## config.mk

```make
export PLATFORM = sky130hd
export DESIGN_NAME = mips_multicycle_control_flat
export DESIGN_NICKNAME = d
export VERILOG_FILES = /design/src/rtl/mips_multicycle_control_pkg.sv /design/src/rtl/mips_multicycle_control_if.sv /design/src/rtl/mips_multicycle_control_classify.sv /design/src/rtl/mips_multicycle_control.sv /design/src/flat_wrapper.sv
export SDC_FILE = /design/constraint.sdc
export NUM_CORES = 1
export LEC_CHECK = 0
export CORE_MARGIN = 2
export CORE_UTILIZATION = 45
export CTS_CLUSTER_DIAMETER = 40
export DETAILED_ROUTE_END_ITERATION = 16
export PLACE_DENSITY = 0.81
export SYNTH_ARGS = -nofsm -noshare
export SYNTH_HDL_FRONTEND = slang
export SYNTH_SLANG_ARGS = --single-unit
```

## constraint.sdc

```tcl
create_clock -name clk -period 5.1 [get_ports clk]
set_clock_uncertainty 0.1 [all_clocks]
set_input_delay 0.51 -clock clk [delete_from_list [all_inputs] [get_ports clk]]
set_output_delay 0.51 -clock clk [all_outputs]
set_load 0.01 [all_outputs]
```

## src/rtl/mips_multicycle_control_pkg.sv

```systemverilog
// Shared definitions for the multi-cycle MIPS main control: opcodes, ALU
// select codes, FSM states and instruction classes.
package mips_ctrl_pkg;

   localparam logic [5:0] OP_RTYPE = 6'b000000;
   localparam logic [5:0] OP_ADDI  = 6'b001000;
   localparam logic [5:0] OP_ORI   = 6'b001101;
   localparam logic [5:0] OP_ANDI  = 6'b001100;
   localparam logic [5:0] OP_SLTI  = 6'b001010;
   localparam logic [5:0] OP_LW    = 6'b100011;
   localparam logic [5:0] OP_SW    = 6'b101011;
   localparam logic [5:0] OP_BEQ   = 6'b000100;

   localparam logic [2:0] ALU_RTYPE = 3'b000;
   localparam logic [2:0] ALU_ADD   = 3'b010;
   localparam logic [2:0] ALU_OR    = 3'b001;
   localparam logic [2:0] ALU_AND   = 3'b011;
   localparam logic [2:0] ALU_SLT   = 3'b111;
   localparam logic [2:0] ALU_SUB   = 3'b110;

   typedef enum logic [3:0] {
      S_FETCH,
      S_DECODE,
      S_EXEC,
      S_ALU_WB,
      S_MEM_ADDR,
      S_MEM_READ,
      S_MEM_WB,
      S_MEM_WRITE,
      S_BRANCH,
      S_TRAP
   } stateT;

   typedef enum logic [2:0] {
      CLS_R,
      CLS_ALUI,
      CLS_LW,
      CLS_SW,
      CLS_BEQ,
      CLS_BAD
   } instrClassT;

endpackage

```

## src/rtl/mips_multicycle_control_if.sv

```systemverilog
// Control bus between the multi-cycle controller (master) and the datapath
// it steers (slave).
interface mips_multicycle_control_if #(
   parameter int OP_W  = 6,
   parameter int ALU_W = 3,
   parameter int CNT_W = 16
);
   logic [OP_W-1:0]  op;
   logic             alu_zero;
   logic             mem_ready;
   logic             ir_write;
   logic             pc_write;
   logic             pc_src;
   logic [ALU_W-1:0] aluSel;
   logic             aluSrc;
   logic             regDst;
   logic             regWrite;
   logic             memRead;
   logic             memWrite;
   logic             memToReg;
   logic             branch;
   logic             illegal;
   logic [CNT_W-1:0] retired;

   modport master (
      input  op, alu_zero, mem_ready,
      output ir_write, pc_write, pc_src, aluSel, aluSrc, regDst, regWrite,
             memRead, memWrite, memToReg, branch, illegal, retired
   );

   modport slave (
      output op, alu_zero, mem_ready,
      input  ir_write, pc_write, pc_src, aluSel, aluSrc, regDst, regWrite,
             memRead, memWrite, memToReg, branch, illegal, retired
   );
endinterface

```

## src/rtl/mips_multicycle_control_classify.sv

```systemverilog
// Combinational opcode decode into an instruction class and the ALU select
// code that class uses in its execute cycle.
module mips_op_classify
   import mips_ctrl_pkg::*;
#(
   parameter int OP_W  = 6,
   parameter int ALU_W = 3
) (
   input  logic [OP_W-1:0]  op,
   output instrClassT       opClass,
   output logic [ALU_W-1:0] aluSel
);

   always_comb begin
      opClass = CLS_BAD;
      aluSel  = '0;
      case (op)
         OP_W'(OP_RTYPE): begin opClass = CLS_R;    aluSel = ALU_W'(ALU_RTYPE); end
         OP_W'(OP_ADDI):  begin opClass = CLS_ALUI; aluSel = ALU_W'(ALU_ADD);   end
         OP_W'(OP_ORI):   begin opClass = CLS_ALUI; aluSel = ALU_W'(ALU_OR);    end
         OP_W'(OP_ANDI):  begin opClass = CLS_ALUI; aluSel = ALU_W'(ALU_AND);   end
         OP_W'(OP_SLTI):  begin opClass = CLS_ALUI; aluSel = ALU_W'(ALU_SLT);   end
         OP_W'(OP_LW):    begin opClass = CLS_LW;   aluSel = ALU_W'(ALU_ADD);   end
         OP_W'(OP_SW):    begin opClass = CLS_SW;   aluSel = ALU_W'(ALU_ADD);   end
         OP_W'(OP_BEQ):   begin opClass = CLS_BEQ;  aluSel = ALU_W'(ALU_SUB);   end
         default:         begin opClass = CLS_BAD;  aluSel = '0;                end
      endcase
   end

endmodule

```

## src/rtl/mips_multicycle_control.sv

```systemverilog
// Multi-cycle MIPS main control: sequences fetch/decode/execute/memory/
// write-back, stalls on mem_ready, flags illegal opcodes, counts retirements.
module mips_multicycle_control
   import mips_ctrl_pkg::*;
#(
   parameter int OP_W  = 6,
   parameter int ALU_W = 3,
   parameter int CNT_W = 16
) (
   input logic                   clk,
   input logic                   rst,
   mips_multicycle_control_if.master bus
);

   stateT            state, nextState;
   instrClassT       decClass, classReg;
   logic [ALU_W-1:0] decAlu, aluReg;
   logic [CNT_W-1:0] retiredCnt;
   logic             illegalReg;
   logic             retireNow;

   mips_op_classify #(.OP_W(OP_W), .ALU_W(ALU_W)) uClassify (
      .op      (bus.op),
      .opClass (decClass),
      .aluSel  (decAlu)
   );

   always_ff @(posedge clk) begin
      if (rst) state <= S_FETCH;
      else     state <= nextState;
   end

   // op is only trusted in DECODE; later states read the latched copy
   always_ff @(posedge clk) begin
      if (rst) begin
         classReg <= CLS_R;
         aluReg   <= '0;
      end else if (state == S_DECODE) begin
         classReg <= decClass;
         aluReg   <= decAlu;
      end
   end

   always_ff @(posedge clk) begin
      if (rst) begin
         retiredCnt <= '0;
         illegalReg <= 1'b0;
      end else begin
         if (retireNow) retiredCnt <= retiredCnt + CNT_W'(1);
         if (state == S_DECODE && decClass == CLS_BAD) illegalReg <= 1'b1;
      end
   end

   always_comb begin
      nextState = state;
      retireNow = 1'b0;
      case (state)
         S_FETCH:     if (bus.mem_ready) nextState = S_DECODE;
         S_DECODE: begin
            case (decClass)
               CLS_R, CLS_ALUI: nextState = S_EXEC;
               CLS_LW, CLS_SW:  nextState = S_MEM_ADDR;
               CLS_BEQ:         nextState = S_BRANCH;
               default:         nextState = S_TRAP;
            endcase
         end
         S_EXEC:      nextState = S_ALU_WB;
         S_ALU_WB: begin
            nextState = S_FETCH;
            retireNow = 1'b1;
         end
         S_MEM_ADDR:  nextState = (classReg == CLS_LW) ? S_MEM_READ : S_MEM_WRITE;
         S_MEM_READ:  if (bus.mem_ready) nextState = S_MEM_WB;
         S_MEM_WB: begin
            nextState = S_FETCH;
            retireNow = 1'b1;
         end
         S_MEM_WRITE: begin
            if (bus.mem_ready) begin
               nextState = S_FETCH;
               retireNow = 1'b1;
            end
         end
         S_BRANCH: begin
            nextState = S_FETCH;
            retireNow = 1'b1;
         end
         S_TRAP:      nextState = S_FETCH;
         default:     nextState = S_FETCH;
      endcase
   end

   always_comb begin
      bus.ir_write = 1'b0;
      bus.pc_write = 1'b0;
      bus.pc_src   = 1'b0;
      bus.aluSel   = '0;
      bus.aluSrc   = 1'b0;
      bus.regDst   = 1'b0;
      bus.regWrite = 1'b0;
      bus.memRead  = 1'b0;
      bus.memWrite = 1'b0;
      bus.memToReg = 1'b0;
      bus.branch   = 1'b0;
      case (state)
         S_FETCH: begin
            bus.memRead  = 1'b1;
            bus.ir_write = bus.mem_ready;
            bus.pc_write = bus.mem_ready;
         end
         S_EXEC: begin
            bus.aluSel = aluReg;
            bus.aluSrc = (classReg != CLS_R);
         end
         S_ALU_WB: begin
            bus.aluSel   = aluReg;
            bus.aluSrc   = (classReg != CLS_R);
            bus.regWrite = 1'b1;
            bus.regDst   = (classReg == CLS_R);
         end
         S_MEM_ADDR: begin
            bus.aluSel = ALU_W'(ALU_ADD);
            bus.aluSrc = 1'b1;
         end
         S_MEM_READ: begin
            bus.memRead = 1'b1;
            bus.aluSel  = ALU_W'(ALU_ADD);
            bus.aluSrc  = 1'b1;
         end
         S_MEM_WB: begin
            bus.regWrite = 1'b1;
            bus.memToReg = 1'b1;
         end
         S_MEM_WRITE: begin
            bus.memWrite = 1'b1;
            bus.aluSel   = ALU_W'(ALU_ADD);
            bus.aluSrc   = 1'b1;
         end
         S_BRANCH: begin
            bus.branch = 1'b1;
            bus.aluSel = ALU_W'(ALU_SUB);
            bus.pc_src = bus.alu_zero;
         end
         default: ;
      endcase
   end

   assign bus.illegal = illegalReg;
   assign bus.retired = retiredCnt;

endmodule

```

## src/flat_wrapper.sv

```systemverilog
// flat-port wrapper written by rule: the top's interface ports become plain ports
module mips_multicycle_control_flat import mips_ctrl_pkg::*;
#(
   parameter int OP_W  = 6,
   parameter int ALU_W = 3,
   parameter int CNT_W = 16
)
  (clk, rst, bus_op, bus_alu_zero, bus_mem_ready, bus_ir_write, bus_pc_write, bus_pc_src, bus_aluSel, bus_aluSrc, bus_regDst, bus_regWrite, bus_memRead, bus_memWrite, bus_memToReg, bus_branch, bus_illegal, bus_retired);
  mips_multicycle_control_if #(.OP_W(OP_W), .ALU_W(ALU_W), .CNT_W(CNT_W)) bus_i ();
  input logic clk;
  input logic rst;
  input wire logic [$bits(bus_i.op)-1:0] bus_op;
  input wire logic [$bits(bus_i.alu_zero)-1:0] bus_alu_zero;
  input wire logic [$bits(bus_i.mem_ready)-1:0] bus_mem_ready;
  output wire logic [$bits(bus_i.ir_write)-1:0] bus_ir_write;
  output wire logic [$bits(bus_i.pc_write)-1:0] bus_pc_write;
  output wire logic [$bits(bus_i.pc_src)-1:0] bus_pc_src;
  output wire logic [$bits(bus_i.aluSel)-1:0] bus_aluSel;
  output wire logic [$bits(bus_i.aluSrc)-1:0] bus_aluSrc;
  output wire logic [$bits(bus_i.regDst)-1:0] bus_regDst;
  output wire logic [$bits(bus_i.regWrite)-1:0] bus_regWrite;
  output wire logic [$bits(bus_i.memRead)-1:0] bus_memRead;
  output wire logic [$bits(bus_i.memWrite)-1:0] bus_memWrite;
  output wire logic [$bits(bus_i.memToReg)-1:0] bus_memToReg;
  output wire logic [$bits(bus_i.branch)-1:0] bus_branch;
  output wire logic [$bits(bus_i.illegal)-1:0] bus_illegal;
  output wire logic [$bits(bus_i.retired)-1:0] bus_retired;
  assign bus_i.op = bus_op;
  assign bus_i.alu_zero = bus_alu_zero;
  assign bus_i.mem_ready = bus_mem_ready;
  assign bus_ir_write = bus_i.ir_write;
  assign bus_pc_write = bus_i.pc_write;
  assign bus_pc_src = bus_i.pc_src;
  assign bus_aluSel = bus_i.aluSel;
  assign bus_aluSrc = bus_i.aluSrc;
  assign bus_regDst = bus_i.regDst;
  assign bus_regWrite = bus_i.regWrite;
  assign bus_memRead = bus_i.memRead;
  assign bus_memWrite = bus_i.memWrite;
  assign bus_memToReg = bus_i.memToReg;
  assign bus_branch = bus_i.branch;
  assign bus_illegal = bus_i.illegal;
  assign bus_retired = bus_i.retired;
  mips_multicycle_control #(.OP_W(OP_W), .ALU_W(ALU_W), .CNT_W(CNT_W)) u_core (.clk(clk), .rst(rst), .bus(bus_i));
endmodule
```

* Word-level counts from Yosys, hierarchy flattened
Index checks and enable logic that the tools add are counted.
Cells by class: add/sub/neg operators 1, equal/unequal tests 24, mux-type cells 20, reductions and logical operators 16
Operators by type and width (number):
- 3-bit one-hot mux with 5 select lines | 2
- 6-bit by 4-bit == test with 1-bit output, second input constant | 4
- 4-bit one-hot mux with 6 select lines | 1
- 16-bit by 1-bit adder with 16-bit output, second input constant | 1
- 4-bit by 3-bit == test with 1-bit output, second input constant | 4
- 6-bit == test, second input constant | 2
- 4-bit 2-to-1 mux | 3
- 4-bit one-hot mux with 3 select lines | 1
- 2-bit OR reduction | 5
- 3-bit by 2-bit == test with 1-bit output, second input constant | 3
- 1-bit 2-to-1 mux | 9
- 3-bit one-hot mux with 3 select lines | 1
- 3-bit OR reduction | 3
- 4-bit by 2-bit == test with 1-bit output, second input constant | 2
- 3-bit == test, second input constant | 2
- 6-bit by 3-bit == test with 1-bit output, second input constant | 1
- 3-bit logical NOT | 2
- 6-bit logical NOT | 1
- 2-bit != test, second input constant | 3
- 4-bit by 1-bit == test with 1-bit output, second input constant | 1
- 4-bit == test, second input constant | 1
- 4-bit logical NOT | 1
- 1-bit one-hot mux with 2 select lines | 2
- 4-bit OR reduction | 1
- other kinds (5) | 5
Storage, ports and cells: bits in registers 27, input port bits 10, output and inout bits 30

* Longest topological paths before layout
word-level depth 7, depth in mapped cells 7

* Hierarchy
A second synthesis with hierarchy kept.
Second synthesis, totals: cell total of the unflattened synthesis 194, area total of the unflattened synthesis 1617.8 µm²
Modules (own cells, without submodules):
- mips_multicycle_control | instances 1, cells an instance 172, area each 1475.2 µm²
- mips_op_classify | instances 1, cells an instance 22, area each 142.6 µm²

* Worst setup path after synthesis
OpenSTA, ideal clock, no wires.
kind reg2out, start register u_core.state[2], end output bus_aluSel[1], arrival 1195 ps, data required time 4490 ps, slack 3295 ps, cell stages (with the launch flop) 6, buffers on the path 1, cells stage by stage dfxtp_1 clkbuf_1 nor2b_1 nand2_1 a21oi_1 or2_2
Between the ends: word-level cells in the longest chain between the ends 3, elaborated cells on any way between the ends 9
Ends and longest elaborated chain:
- from (decl) | RTL line mips_multicycle_control.sv:15 | stateT state, nextState;
- from (signal assigned) | RTL line mips_multicycle_control.sv:30 | else state <= nextState;
- 4-bit by 3-bit == test with 1-bit output / 4-bit by 2-bit == test with 1-bit output (equally long branches) | RTL line mips_multicycle_control.sv:105 | case (state)
- 3-bit OR reduction (no source line) / 2-bit OR reduction (equally long branches)
- 3-bit one-hot mux with 3 select lines (*) | RTL line mips_multicycle_control.sv:105
- to (decl) | RTL line flat_wrapper.sv:18 | output wire logic [$bits(bus_i.aluSel)-1:0] bus_aluSel;
Mark *: on every way between the ends. The rest lies on a longest branch, timed or not.

* Worst setup path in the final report
start register u_core.state[1], end output bus_aluSel[1]
Same word-level chain as after synthesis.

==> qor.txt <==
post-route antenna net violation count - 0
Post-synth EDFFs - 0
cell chosen for the clock root - clkbuf_4
Top FF cell, synth - dfxtp_1
Switching Fraction - 27.98%
crit start category - flip-flop
boundary pin count - 40
FFs w/ async S/R, synth - 0%
1st-pass router iterations - 4
Seq/Total Area, Yosys - 34.78%
total congestion overflow - 0
Placed Cells - 259
Worst Hold Slack - 368.9 ps
mapped cell area - 1554 sq um
met2 usage - 27.15%
Gate Count Post-Synth - 184
Yosys reg bits - 27
DIE HEIGHT - 62.77 um
Port Buffers - 39
Clock Latency Late Sink - 330 ps
RSZ-0062 raised after global routing - no
CTS tree - done
via count - 1445
Pint - 0.0002849 W
Cell Rows - 21
f_max - 354.4 MHz
GRT Resource Usage Total - 18.31%
Setup TNS Final - 0 ps
Area Growth Syn to Fin - 26.97%
crit path kind - flip-flop to output port
status - finished, final reports clean
diode count - 0
Final HPWL DP - 2371 um
chip width - 62.77 um
warnings from Yosys - 0
fin crit period - 2821 ps
Clk pwr share - 23.6%
post-CTS setup buffer count - 0
Final #Nets - 229
MaxCap Viol Count - 0
final worst path period share - 55.32%
vias per cell - 5.494
# clock sinks - 27
Synth area leaders - dfxtp_1, xnor2_1, nor2_1
Reg clk slew, reported paths - 140 ps
Avg WL per Cell - 12.46 um
Slew @ Worst Pin - 994.0 ps
Min-Delay Path Depth - 2
GP Congestion - 0.8363
vias in the first global route - 1265
Hold Violations, Final - 0
iteration-0 DRC count of the detailed router - 77
nature of the critical path endpoint - output port
first-pass GRT wire length - 5858 um
setup violators final - 0
Hold Crit Class - flip-flop to flip-flop
Post-synth top cells - nor2_1, dfxtp_1, nand2_1
Syn Nets - 195
die area - 3939 sq um
Placeable Area - 3337 sq um
cell taking the most area after synthesis - dfxtp_1
Clock Path Buffers - 2
reg2reg path depth - 4
sequential fraction of design power - 57.5%
top-count cell post-synth - nor2_1
CTS resizes - 0
largest net degree at the start of global routing - 28
Gate power share - 19.0%
worst vdd ir - 85.46 uV
Starting Density - 46.57%
Cell Count, Final, Fillers Out - 263
post-synth top area share - 34.78%
CP max FO - 17
met1 Use GR - 25.73%
Critical Path RT - 4490 ps
Leak - 0.6084 nW
most used routing layer - met2
Post-CTS Hold Buffers - 0
initial antenna violation count - 0
final wirelength - 3277 um
layout cells sized above 1 - 9.677%
Psw - 0.0001107 W
arrival time worst endpoint - 2210 ps
met3 Use GR - 2.523%
Unique masters post-synth - 49
Slew HR - 33.53%
Syn Area/Cell - 8.446 sq um
CTS Buf Count - 3
H-Tree Depth - 1
max-slew violation count - 0
Power Density - 200.5 nW/um^2
DRC viols - 0
kinds of logic (layout without fill, tap and decap cells):
| logic type | Yosys count | count (layout) | share of synthesized area [%] |
|---|---|---|---|
| muxes | 1 | 1 | 0.6441 |
| xor gates and xnor gates | 14 | 14 | 7.891 |
| DFF | 27 | 27 | 34.78 |
| buffers and inverters | 13 | 46 | 4.266 |
| adders and majority gates | 1 | 1 | 0.8050 |
| and+or+nand+nor | 93 | 93 | 36.07 |
| AOI/OAI and AO/OA | 35 | 35 | 15.54 |
registers in the layout, summed over array words and instances, names as in the netlist:
signal,flops
u_core.aluReg,3
u_core.bus.illegal,1
u_core.bus.retired,16
u_core.classReg,3
u_core.state,4
worst paths after layout:
| path | from | end | slack (ps) |
|---|---|---|---|
| max | u_core.state[1] | bus_aluSel[1] | 2280 |
| min | u_core.aluReg[0] | u_core.aluReg[0] | 370 |
| max reg2reg | u_core.state[0] | u_core.state[0] | 2990 |
| min reg2reg | u_core.aluReg[0] | u_core.aluReg[0] | 370 |
per-layer routing:
layer | routed length, um | part of all wire [%]
met1 | 1610 | 49
met2 | 1506 | 46
met5 | 0 | 0
met4 | 48 | 1.5
met3 | 110 | 3.4
power groups by stage:
stage | registers (W) | logic, W | clock network (W)
after detailed placement | 0.000232 | 0.0000750 | 0
after floorplan | 0.000227 | 0.0000514 | 0
after CTS | 0.000227 | 0.0000754 | 0.0000971
after global routing | 0.000229 | 0.0000828 | 0.000106
final | 0.000227 | 0.0000750 | 0.0000932
after global placement | 0.000232 | 0.0000737 | 0
critical path, cell delays in order (launching register included):
cell             delay (ps)
dfxtp_1                 710
nand2b_1                200
nand2_1                 150
a21oi_1                  70
or2_2                   280
clkdlybuf4s50_1         480
cell type report:
cell class	instances	area [sq um]
Clock buffer	4	26.28
Fill cell	333	1364
Inverter	3	11.26
Multi-Input combinational cell	144	947.2
Sequential cell	27	540.5
Tap cell	46	57.56
Timing Repair Buffer	39	390.4
cell usage in the layout, fill, tap and decap left out, types with 2 or more instances in the layout:
| cell | n |
|---|---|
| a21oi_1 | 10 |
| clkdlybuf4s50_1 | 39 |
| dfxtp_1 | 27 |
| and4_1 | 2 |
| nor3b_1 | 2 |
| nor2_1 | 29 |
| or2_2 | 2 |
| nor4b_2 | 4 |
| inv_1 | 3 |
| nand4_1 | 3 |
| xnor2_1 | 13 |
| or3_1 | 2 |
| and3_1 | 2 |
| nor3_1 | 3 |
| nand3_1 | 4 |
| o31ai_1 | 2 |
| a211oi_1 | 4 |
| nor2b_1 | 6 |
| o21ai_0 | 7 |
| nor4_1 | 3 |
| nor3_2 | 5 |
| nand2_1 | 14 |
| nand2b_1 | 3 |
| and2_1 | 2 |
| a22oi_1 | 2 |
| clkbuf_4 | 3 |
per-stage QoR:
stage               area (sq um)  worst slack [ps]  utilization (%)  power (W)
floorplan                   1554              3295                -  0.0002782
global placement            1947              2619            58.34  0.0003054
detailed placement          1947              2603            58.34  0.0003068
CTS                         1973              2268            59.13  0.0003996
global route                1973              2102            59.13  0.0004179
finish                      1973              2279            59.13  0.0003956
Power figures use the tool's default switching activity.
==> RTL edit 1 (config.mk and constraints unchanged) <==
`CNT_W` is set to 16 in 3 places; all go to 32.
--- a/src/rtl/mips_multicycle_control_if.sv
+++ b/src/rtl/mips_multicycle_control_if.sv
@@ -4,5 +4,5 @@
    parameter int OP_W  = 6,
    parameter int ALU_W = 3,
-   parameter int CNT_W = 16
+   parameter int CNT_W = 32
 );
    logic [OP_W-1:0]  op;
--- a/src/rtl/mips_multicycle_control.sv
+++ b/src/rtl/mips_multicycle_control.sv
@@ -6,5 +6,5 @@
    parameter int OP_W  = 6,
    parameter int ALU_W = 3,
-   parameter int CNT_W = 16
+   parameter int CNT_W = 32
 ) (
    input logic                   clk,
--- a/src/flat_wrapper.sv
+++ b/src/flat_wrapper.sv
@@ -4,5 +4,5 @@
    parameter int OP_W  = 6,
    parameter int ALU_W = 3,
-   parameter int CNT_W = 16
+   parameter int CNT_W = 32
 )
   (clk, rst, bus_op, bus_alu_zero, bus_mem_ready, bus_ir_write, bus_pc_write, bus_pc_src, bus_aluSel, bus_aluSrc, bus_regDst, bus_regWrite, bus_memRead, bus_memWrite, bus_memToReg, bus_branch, bus_illegal, bus_retired);
Interface: changed (resized bus_retired); port bits go from 40 to 56. The function was not compared with the original's and may differ.
==> RTL edit 1 against the original RTL <==
Non-clock buffer count up 18; hold slack got worse by 17 ps; cell area grew 50%; setup slack improved by 57 ps; total power grew 62%; synthesized area up 48%; routed wire length up 55%; combinational power rose by 2.8%; sequential cell count grew 16; clock power up 130%; critical path type unchanged; largest power group unchanged.
==> RTL edit 1: results <==
[global_routing]
grt_pass1_vias = 1915
met1_usage = 0.226
grt_pass1_wl_um = 8310
grtUsageTotal = 0.186
grt_max_degree = 45
grt_util_met3 = 0.0463

[detailed_routing]
vias_per_cell = 5.36
first_iter_violations = 110
drt-met1-wl_um = 2280
wl_met3_um = 285
wl_met2_um = 2430

[yosys]
synthArstFlopShare = 0
synthTopCellsByArea = "dfxtp_1 (37%), xnor2_1 (9.5%), nor2_1 (7.0%)"
synth_cells = 290
synth.lib_cells_used.distinct = 45
yosysSeqAreaShare = 0.375

[final_layout]
final_nets = 344
drive_gt1_frac = 0.0479
largest_reg_flops = 32
fin_cells = 404

[worst_setup_path]
crit_arrival_ps = 2150

[place]
placed_area_um2 = 2870
dp_slack_ps = 2080
hpwl_um = 3530
io_buffers = 55

[clock_tree]
clk_pin_slew_worst_paths_ps = 80
numCtsBuffers = 5
clk_latency_ps = 290

[timing]
worst_pin_slew_ps = 556

[pwr]
peakVddDrop_uv = 136
p_leak_uw = 0.000924

[status]
outcome = "finished, final reports clean"
==> RTL edit 1: cell count changes in the layout (fill, tap and decap cells not counted), moves of 11 or more <==
cell and change:
clkdlybuf4s50_1 +16, dfxtp_1 +16, nand3_1 +11, nor2_1 +14, xnor2_1 +12
==> RTL edit 1: area by class of cell <==
cell class / instances / area (um^2)
clock buffers: 6 / 72.6
clock inverters: 2 / 12.5
fillers: 493 / 2060
inverters: 6 / 22.5
multi-input cells: 220 / 1330
flip-flops and latches: 43 / 861
well taps: 70 / 87.6
repair buffers: 57 / 566
==> RTL edit 1: power breakdown <==
group,total (uW),internal [uW],leakage (uW),switching (uW)
Sequential,351,341,0.000347,9.71
Clock,213,95.8,0.0000412,117
Combinational,77.1,37.0,0.000536,40.1
Total,641,474,0.000924,167
==> RTL edit 1: cell families (layout without fill, tap and decap cells) <==
| kind of cell | Yosys count | count (layout) | synth area share |
|---|---|---|---|
| buffers and inverters | 27 | 71 | 0.0474 |
| muxes | 4 | 4 | 0.0185 |
| xor gates and xnor gates | 27 | 27 | 0.103 |
| and+or+nand+nor | 150 | 150 | 0.345 |
| DFF | 43 | 43 | 0.375 |
| AOI/OAI and AO/OA | 38 | 38 | 0.107 |
| adders and majority gates | 1 | 1 | 0.00544 |
==> RTL edit 1: worst paths after layout <==
check,from,to,slack (ps),cells after the start
hold / removal,u_core.bus.illegal,u_core.bus.illegal,350,2
setup / recovery,u_core.state[1],bus_aluSel[1],2340,5
hold reg to reg,u_core.bus.illegal,u_core.bus.illegal,350,2
setup reg to reg,u_core.state[1],u_core.bus.retired[31],2440,6
==> RTL edit 1: worst max-delay path: stages, from the launching register on <==
cell	delay [ps]
dfxtp_1	680
nand2b_1	200
nand2_1	160
a21oi_1	80
or2_2	270
clkdlybuf4s50_1	480
==> RTL edit 2 (config.mk and constraints unchanged) <==
Without the edit above. The 6 values of `instrClassT` get a one-hot encoding in 6 bits.
--- a/src/rtl/mips_multicycle_control_pkg.sv
+++ b/src/rtl/mips_multicycle_control_pkg.sv
@@ -32,11 +32,11 @@
    } stateT;
 
-   typedef enum logic [2:0] {
-      CLS_R,
-      CLS_ALUI,
-      CLS_LW,
-      CLS_SW,
-      CLS_BEQ,
-      CLS_BAD
+   typedef enum logic [5:0] {
+      CLS_R    = 6'b000001,
+      CLS_ALUI = 6'b000010,
+      CLS_LW   = 6'b000100,
+      CLS_SW   = 6'b001000,
+      CLS_BEQ  = 6'b010000,
+      CLS_BAD  = 6'b100000
    } instrClassT;
 
Check against the original RTL: no difference found for any inputs over 10 cycles, from zero or initial values and one cycle with rst high; not proved beyond that.
==> RTL edit 2 against the original RTL <==
Synthesized area is 6.6% higher; core utilization is 1.0 points higher; sequential share of layout area is 0.30 points higher; register-to-register slack worse by 410 ps; via count is 7.9% higher; setup slack better by 130 ps; hold slack worse by 17 ps; cell area is 9.9% higher; routed wire length is 12% higher; sequential cell count is 3 higher; largest cell class unchanged.
Power is not compared: it rests on default switching activity, and its combinational part moved more than twofold at a synthesized area within 25%.
==> RTL edit 2: results <==
[detailed_routing]
vias = 1559
wl_met2_um = 1730
drt-met1-wl_um = 1730
wl_met3_um = 158

[final_layout]
num-nonclk-inverters = 4
final-seq-area_um2 = 601
multiInputGateArea_um2 = 988
multi_input_cells = 161
clk_share = 0.0490
fin_cells = 291
nFillCells = 320
num-nonclk-buffers = 40
seq_share = 0.277

[clock_tree]
cts-htree-levels = 2
clk_pin_slew_worst_paths_ps = 60
numCtsBuffers = 5
root_buffer = "clkbuf_8"
clk_latency_ps = 280

[global_routing]
grt_max_degree = 33
grt_pass1_vias = 1467
grt_util_met3 = 0.0451
grtUsageMet2 = 0.307
grt_pass1_wl_um = 6580
met1_usage = 0.271

[worst_setup_path]
worst-path-max-fanout = 16
crit_arrival_ps = 2080
cp_slowest_stage_delay_ps = 690

[yosys]
synth.lib_cells_used.distinct = 45
synthTopCellsByArea = "dfxtp_1 (36%), nor2_1 (6.6%), xnor2_1 (6.3%)"
yosysSeqAreaShare = 0.363
synth_nets = 217

[place]
placed_area_um2 = 2060
gp_congestion = 0.806
hpwl_um = 2590
placed_cells = 283

[timing]
worst_pin_slew_ps = 1100

[hold_path]
hold_start = "u_core.classReg[3]"

[status]
outcome = "finished, final reports clean"
[RTL edit 2: cell types whose count changed after synthesis, sizes merged, moves of 3 or more]
cell and change:
a211oi -4, buf -4, clkbuf +5, nand2 +4, nor2b -4, nand2b +6, nand3 +4, dfxtp +3
nor3 +5
[RTL edit 2: logic make-up (layout without fill, tap and decap cells)]
logic type      after synthesis  count (layout)  share of synthesized area
fa+ha+maj                     1               1                    0.00755
simple gates                112             112                      0.375
mux                           2               2                     0.0121
buf+inv                      15              52                     0.0408
compound gates               31              31                      0.122
flops                        30              30                      0.363
xor+xnor                     15              15                     0.0793
[RTL edit 2: path summary, 6_finish.rpt]
kind / end / slack, ps / depth (start not counted)
max: bus_aluSel[1] / 2410 / 5
min: u_core.classReg[3] / 350 / 2
max reg2reg: u_core.bus.retired[13] / 2580 / 5
min reg2reg: u_core.classReg[3] / 350 / 2
[RTL edit 2: where the power goes]
part,internal [uW],switching [uW]
registers,251,31.3
logic,81.0,90.1
clock network,146,86.5
